--- src/rtl/pipe_stage_reg_pkg.sv ---
// Shared definitions for the generic pipeline boundary register:
// stall encodings, stage indices, NOP payload fields and the per-edge
// action decode used by the stage register.
package pipe_stage_reg_pkg;

   // Stall vector encoding
   localparam logic Stop   = 1'b1;
   localparam logic NoStop = 1'b0;

   // Stall bus width and type
   localparam int StallBusW = 6;
   typedef logic [StallBusW-1:0] stall_bus_t;

   // Stage indices within the stall vector
   localparam int STAGE_IF  = 1;
   localparam int STAGE_ID  = 2;
   localparam int STAGE_EX  = 3;
   localparam int STAGE_MEM = 4;
   localparam int STAGE_WB  = 5;

   // Fields that make up a NOP payload
   localparam logic [4:0]  NOPRegAddr   = 5'b00000;
   localparam logic        WriteDisable = 1'b0;
   localparam logic [31:0] ZeroWord     = 32'h0000_0000;

   // What the boundary register does on a given edge
   typedef enum logic [1:0] {
      ACT_FLUSH   = 2'd0,
      ACT_BUBBLE  = 2'd1,
      ACT_ADVANCE = 2'd2,
      ACT_HOLD    = 2'd3
   } stage_act_e;

   // Priority decode: flush, then bubble, then advance, then hold.
   // up=0 with dn=1 lands on advance on purpose.
   function automatic stage_act_e decode_act(input logic flush,
                                             input logic up,
                                             input logic dn);
      stage_act_e act;
      if (flush) begin
         act = ACT_FLUSH;
      end else if (up == Stop && dn == NoStop) begin
         act = ACT_BUBBLE;
      end else if (up == NoStop) begin
         act = ACT_ADVANCE;
      end else begin
         act = ACT_HOLD;
      end
      return act;
   endfunction

endpackage

--- src/rtl/pipe_stage_reg_chk.sv ---
// Simulation-side protocol checker: the stall controller must never stop a
// downstream stage while the upstream stage keeps running.
module pipe_stage_reg_chk (
   input logic clk,
   input logic rst,
   input logic up,
   input logic dn
);

   // Flag a running upstream stage feeding a stopped downstream stage
   a_no_up_run_dn_stop: assert property (
      @(posedge clk) disable iff (!rst) !((up == 1'b0) && (dn == 1'b1))
   ) else $warning("pipe_stage_reg: stall protocol violation, upstream running while downstream stopped");

endmodule

--- src/rtl/pipe_stage_reg_sat_counter.sv ---
// Saturating up-counter with synchronous clear (clear wins over increment).
module sat_counter
   import pipe_stage_reg_pkg::*;
#(
   parameter int W = 8
) (
   input  logic         clk,
   input  logic         rst,
   input  logic         inc,
   input  logic         clr,
   output logic [W-1:0] count
);

   logic [W-1:0] count_q;
   logic [W-1:0] count_d;

   // Next count: clear, else increment unless already at the top value
   always_comb begin
      count_d = count_q;
      if (clr) begin
         count_d = {W{1'b0}};
      end else if (inc && (count_q != {W{1'b1}})) begin
         count_d = count_q + W'(1);
      end else begin
         count_d = count_q;
      end
   end

   // Count register, asynchronously cleared
   always_ff @(posedge clk or negedge rst) begin
      if (!rst) begin
         count_q <= {W{1'b0}};
      end else begin
         count_q <= count_d;
      end
   end

   assign count = count_q;

endmodule

--- src/rtl/pipe_stage_reg.sv ---
// Generic pipeline boundary register between stage STAGE and STAGE+1.
// Handles flush, bubble insertion, hold, multi-cycle carry state and
// saturating hold/bubble performance counters.
module pipe_stage_reg
   import pipe_stage_reg_pkg::*;
#(
   parameter int                   PAYLOAD_W   = 104,
   parameter int                   CARRY_W     = 66,
   parameter int                   STALL_W     = StallBusW,
   parameter int                   STAGE       = STAGE_EX,
   parameter int                   CNT_W       = 8,
   parameter logic [PAYLOAD_W-1:0] NOP_PAYLOAD = {PAYLOAD_W{1'b0}}
) (
   input  logic                 clk,
   input  logic                 rst,
   input  logic [STALL_W-1:0]   stall,
   input  logic                 flush,
   input  logic                 in_valid,
   input  logic [PAYLOAD_W-1:0] in_payload,
   input  logic [CARRY_W-1:0]   carry_i,
   output logic                 out_valid,
   output logic [PAYLOAD_W-1:0] out_payload,
   output logic [CARRY_W-1:0]   carry_o,
   output logic [CNT_W-1:0]     hold_cnt,
   output logic [CNT_W-1:0]     bubble_cnt
);

   // The downstream stall bit must exist in the vector
   if (STAGE + 1 >= STALL_W) begin : g_bad_stage
      $error("pipe_stage_reg: STAGE+1 must be below STALL_W");
   end

   logic                 up_s;
   logic                 dn_s;
   stage_act_e           act_s;
   logic                 unused_stall_s;

   logic                 valid_q;
   logic                 valid_d;
   logic [PAYLOAD_W-1:0] payload_q;
   logic [PAYLOAD_W-1:0] payload_d;
   logic [CARRY_W-1:0]   carry_q;
   logic [CARRY_W-1:0]   carry_d;

   logic                 hold_inc_s;
   logic                 hold_clr_s;
   logic                 bubble_inc_s;

   assign up_s           = stall[STAGE];
   assign dn_s           = stall[STAGE+1];
   assign unused_stall_s = ^stall;
   assign act_s          = decode_act(flush, up_s, dn_s);

   // Next-state selection for the slot contents and counter controls
   always_comb begin
      valid_d      = valid_q;
      payload_d    = payload_q;
      carry_d      = carry_q;
      hold_inc_s   = 1'b0;
      hold_clr_s   = 1'b0;
      bubble_inc_s = 1'b0;
      case (act_s)
         ACT_FLUSH: begin
            valid_d    = 1'b0;
            payload_d  = NOP_PAYLOAD;
            carry_d    = {CARRY_W{1'b0}};
            hold_clr_s = 1'b1;
         end
         ACT_BUBBLE: begin
            valid_d      = 1'b0;
            payload_d    = NOP_PAYLOAD;
            carry_d      = carry_i;
            hold_inc_s   = 1'b1;
            bubble_inc_s = 1'b1;
         end
         ACT_ADVANCE: begin
            valid_d    = in_valid;
            payload_d  = in_payload;
            carry_d    = {CARRY_W{1'b0}};
            hold_clr_s = 1'b1;
         end
         ACT_HOLD: begin
            carry_d    = carry_i;
            hold_inc_s = 1'b1;
         end
         default: begin
            valid_d   = valid_q;
            payload_d = payload_q;
            carry_d   = carry_q;
         end
      endcase
   end

   // Slot registers, asynchronously forced to the NOP state
   always_ff @(posedge clk or negedge rst) begin
      if (!rst) begin
         valid_q   <= 1'b0;
         payload_q <= NOP_PAYLOAD;
         carry_q   <= {CARRY_W{1'b0}};
      end else begin
         valid_q   <= valid_d;
         payload_q <= payload_d;
         carry_q   <= carry_d;
      end
   end

   assign out_valid   = valid_q;
   assign out_payload = payload_q;
   assign carry_o     = carry_q;

   sat_counter #(.W(CNT_W)) u_hold_cnt (
      .clk   (clk),
      .rst   (rst),
      .inc   (hold_inc_s),
      .clr   (hold_clr_s),
      .count (hold_cnt)
   );

   sat_counter #(.W(CNT_W)) u_bubble_cnt (
      .clk   (clk),
      .rst   (rst),
      .inc   (bubble_inc_s),
      .clr   (1'b0),
      .count (bubble_cnt)
   );

   pipe_stage_reg_chk u_chk (
      .clk (clk),
      .rst (rst),
      .up  (up_s),
      .dn  (dn_s)
   );

endmodule

--- config.mk ---
export PLATFORM = sky130hd
export DESIGN_NAME = pipe_stage_reg
export DESIGN_NICKNAME = d
export VERILOG_FILES = /design/src/rtl/pipe_stage_reg_pkg.sv /design/src/rtl/pipe_stage_reg_chk.sv /design/src/rtl/pipe_stage_reg_sat_counter.sv /design/src/rtl/pipe_stage_reg.sv
export SDC_FILE = /design/constraint.sdc
export NUM_CORES = 1
export LEC_CHECK = 0
export CELL_PAD_IN_SITES_DETAIL_PLACEMENT = 1
export CELL_PAD_IN_SITES_GLOBAL_PLACEMENT = 1
export CORE_MARGIN = 2
export CORE_UTILIZATION = 31
export DETAILED_ROUTE_END_ITERATION = 8
export PLACE_DENSITY_LB_ADDON = 0.1
export REMOVE_ABC_BUFFERS = 1
export SKIP_LAST_GASP = 1
export SYNTH_ARGS = -nofsm -noshare
export SYNTH_HDL_FRONTEND = slang
export SYNTH_SLANG_ARGS = --single-unit
--- constraint.sdc ---
create_clock -name clk -period 3 [get_ports clk]
set_input_delay 0.6 -clock clk [delete_from_list [all_inputs] [get_ports clk]]
set_output_delay 0.6 -clock clk [all_outputs]
set_load 0.05 [all_outputs]
* Word-level counts from Yosys, hierarchy flattened
Index checks and enable logic that the tools add are counted.
Operators by class: eq/ne operators 5, add/sub/neg operators 2, bitwise gates (word level) 1, multiplexer cells 11, reductions and logical operators 9
Operator list (count):
- $pmux 104 s2 | 1
- $pmux 66 s2 | 1
- $add 8x1->8 const B | 2
- $mux 8 | 2
- $ne 8x8->1 const B | 2
- $reduce_or 2->1 | 3
- $eq 2x2->1 const B | 2
- $mux 1 | 4
- $mux 2 | 2
- $reduce_bool 2->1 | 2
- $logic_and 1x1->1 | 3
- $eq 2x1->1 const B | 1
- $logic_not 2->1 | 1
- $pmux 1 s2 | 1
- $not 1->1 | 1
Word-level totals: register bits 187, output and inout bits 187, input port bits 180, word-level logic and storage cells 33

* Longest topological paths before layout
depth in word-level cells 10, mapped depth 6, depth with buffers taken out 5

* Modules after synthesis
From an unflattened synthesis, not the netlist that was laid out.
Second synthesis, totals: cells, all modules 698, area total of the unflattened synthesis 7628.6 um^2
By module, submodules not included:
- pipe_stage_reg | area each 6700.2 um^2, instances 1, cells an instance 600, sequential area each 4279.1 um^2
- sat_counter | area each 464.2 um^2, instances 2, cells an instance 49, sequential area each 200.2 um^2

* Worst setup path before layout
Ideal clock, no wire load.
kind register to register, from register u_bubble_cnt.count_q[0] (netlist: u_bubble_cnt.count[0]), to register u_bubble_cnt.count_q[1] (netlist: u_bubble_cnt.count[1]), period minus slack after synthesis 1887 ps, path buffers 0, slack 1113 ps, setup time 127 ps, data arrival time 1759 ps, data required time 2873 ps, stages on the path, launching flop included 5, cell sequence dfrtp_1 -> ha_1 -> and3_4 -> a311oi_4 -> mux2_1
On the way: word-level cells in the longest chain between the ends 2, elaborated cells on any way between the ends 3, classes of those cells add/sub: 1; eq/ne: 1; reduce/logical: 1
RTL lines:
- start: declaration | RTL line pipe_stage_reg_sat_counter.sv:14 | logic [W-1:0] count_q;
- start signal: assignment | RTL line pipe_stage_reg_sat_counter.sv:32 | count_q <= {W{1'b0}};
- start signal: assignment | RTL line pipe_stage_reg_sat_counter.sv:34 | count_q <= count_d;
- branches (longest 2 deep; another with $add 8x1->8)
Several ways; the timed one is not identified. A chain may end at the register's enable or synchronous reset.

* Worst setup path in the final report
from register u_hold_cnt.count_q[7] (netlist: u_hold_cnt.count[7]), to output hold_cnt[7]
RTL lines:
- start: declaration | RTL line pipe_stage_reg_sat_counter.sv:14
- start signal: assignment | RTL line pipe_stage_reg_sat_counter.sv:32
- start signal: assignment | RTL line pipe_stage_reg_sat_counter.sv:34
- end: declaration | RTL line pipe_stage_reg.sv:24 | output logic [CNT_W-1:0] hold_cnt,
No word-level cell between the ends.

==> flow_summary.yaml <==
setup_path:
  path_cells: "clkdlybuf4s50_1"
  critPathRequiredTime_ns: 2.40
  crit_family: "buffers and inverters"
  rr_worst_depth: 4
  cp-start-kind: "flip-flop"
  cpPeakStageDelay_ns: 0.91
  critPathArrivalTime_ns: 1.80
  crit_buf_inv: 1
  rrSetupSlack_ns: 1.22
  crit_path_end_kind: "primary output"
  cpMaxStageDelayCell: "clkdlybuf4s50_1"
  worst-path-max-fanout: 6
  reg2reg_from: "u_bubble_cnt.count[0]"
  crit_type: "flip-flop to primary output"
  timing.rr.end: "u_bubble_cnt.count[1]"
sta:
  hold_viol_final: 0
  finalClockSkew_ns: 0.00806
  worst_pin_slew_ns: 0.629
  max_freq_ghz: 0.416
  rsz0062_at_grt: "no"
  slew_headroom_pct: 58.1
  finalSetupTns_ns: 0
  setup_viol: 0
  drv_slew: 0
  finalCritPeriodShare_pct: 80.1
  fin_crit_ns: 2.40
synth:
  synthArstFlopShare_pct: 100
  ys.flop_type: "dfrtp_1"
  synth-seq-cells: 187
  synth_warnings: 0
  synthMostInstantiatedCell: "dfrtp_1"
  synth_top_area_share_pct: 71.4
  synth_area_leaders: "dfrtp_1, a22o_1, and2_1"
  ys_top_cells_by_count: "dfrtp_1, a22o_1, and2_1"
  yosys.area.top_type: "dfrtp_1"
  synth_edf_count: 0
  synth_cells: 443
  ys_seq_area_share_pct: 71.4
  yosysUniqueCellTypes: 26
  avgSynthCellArea_sq_um: 14.8
  synth_area_sq_um: 6550
global_route:
  grt.total_usage_pct: 19.5
  grt_pass1_vias: 5606
  antenna_found_initial: 1
  gr-total-overflow: 0
  grt_pass1_wl_um: 33100
  grt_max_degree: 106
placed_design:
  dpl.cell_count: 1061
  port_buffers: 362
  gp_congestion: 0.791
  post-dp-hpwl_um: 15900
  postPlaceCellArea_sq_um: 10500
clocking:
  cts_tree: "built"
  post-cts-setup-buffer-count: 0
  ctsRootBufferMaster: "clkbuf_16"
  cts.htree.levels: 4
  clockBufferDepth: 2
  clk-insertion-delay-late_ns: 0.42
  clkTransAtPathRegs_ns: 0.07
  numClockSinks: 187
  cts_resized: 0
  numCtsBuffers: 17
  hold_buffers: 0
floorplanning:
  fp-row-count: 53
  die_h_um: 149
  floorplan.initialDensity_pct: 31.4
  dieArea_sq_um: 22300
  core_sq_um: 20900
  die_w_um: 149
  ios: 367
route:
  drt_iter0_drc: 167
  remaining_drc_errors: 0
  viasPerCell: 4.69
  routed_wl_um: 21700
  firstDrtPassIters: 5
  postRouteAntennaNets: 0
  num_vias: 5126
  avgRoutedWirePerCell_um: 19.9
pwr:
  p_leak_uw: 0.00494
  fin_total_pwr_uw: 6170
  vdd_drop_max_uv: 349
  power_density_nw_per_um2: 557
run_status:
  status: "finished, final reports clean"
final_layout:
  synthToLayoutAreaGrowth_pct: 69.0
  num-nets-final: 987
  fin_cells: 1094
  design_area_sq_um: 11100
  final_layout_size_suffix_gt1_share_pct: 6.11
flow_run:
  maxCapViolations: 0
hold_path:
  hold_path_class: "input port to async pin"
[cell families after synthesis]
| family | Yosys count | share of synthesized area (%) |
|---|---|---|
| flip-flops | 187 | 71.4 |
| AND/OR/NAND/NOR | 100 | 9.24 |
| XOR/XNOR | 8 | 1.07 |
| buffers and inverters | 30 | 2.33 |
| multiplexers | 3 | 0.477 |
| adder cells (fa/ha/maj) | 2 | 0.382 |
| AO/OA/AOI/OAI | 113 | 15.1 |
[cell type report]
type                       instances  area [sq um]
fill                            2112          9820
antenna                            1          2.50
clock buffer                      19           443
multi-input combinational        226          1730
clock inverter                    13           125
tap                              275           344
timing repair buffer             373          3750
sequential                       187          4680
[placed cells by master (no fill, tap or decap), drive strengths merged, types with 2 or more instances in the layout]
master / Yosys / routed
buf: 17 / 11
a22o: 105 / 105
and2: 67 / 67
nand3: 2 / 2
ha: 2 / 2
nand4: 4 / 4
a31oi: 2 / 2
clkdlybuf4s50: 0 / 361
dfrtp: 187 / 187
clkinv: 0 / 6
nand2: 6 / 6
nor2: 10 / 10
inv: 0 / 7
o21ai: 4 / 4
and3: 7 / 7
a311oi: 2 / 2
mux2i: 2 / 2
xor2: 2 / 2
clkbuf: 13 / 20
xnor2: 6 / 6
[worst max-delay path by stage]
stage | endpoint | startpoint | cells past startpoint
finish | hold_cnt[7] | u_hold_cnt.count[7] | 1
global route | hold_cnt[7] | u_hold_cnt.count[7] | 1
CTS | hold_cnt[7] | u_hold_cnt.count[7] | 1
detailed placement | out_payload[95] | stall[3] | 5
global placement | out_payload[28] | stall[3] | 5
floorplan | out_payload[0] | flush | 2
[metal layers]
metal	up-vias	part of all wire [%]	track usage, %
met4	0	1.5	5.76
met1	2561	38	22.3
li1	2302	-	-
met2	245	49	32.0
met5	-	0	0
met3	18	12	10.1
[stage by stage]
step	utilization [%]	hold WS (ns)	setup WS (ns)
after global routing	53.0	0.225	0.527
after CTS	53.0	0.217	0.577
after detailed placement	50.3	0.490	0.576
final	53.0	0.200	0.598
after global placement	50.3	0.487	0.638
after floorplan	-	0.304	-1.29
[registers in the layout (all words and copies together), names as in the netlist]
register            flops
u_bubble_cnt.count      8
carry_o                66
out_payload           104
u_hold_cnt.count        8
out_valid               1
[report_power, final]
group / switching (uW) / internal (uW) / total, uW
Combinational: 738 / 524 / 1260
Sequential: 84.9 / 2650 / 2740
Clock: 1050 / 1120 / 2170
Power figures use the tool's default switching activity.
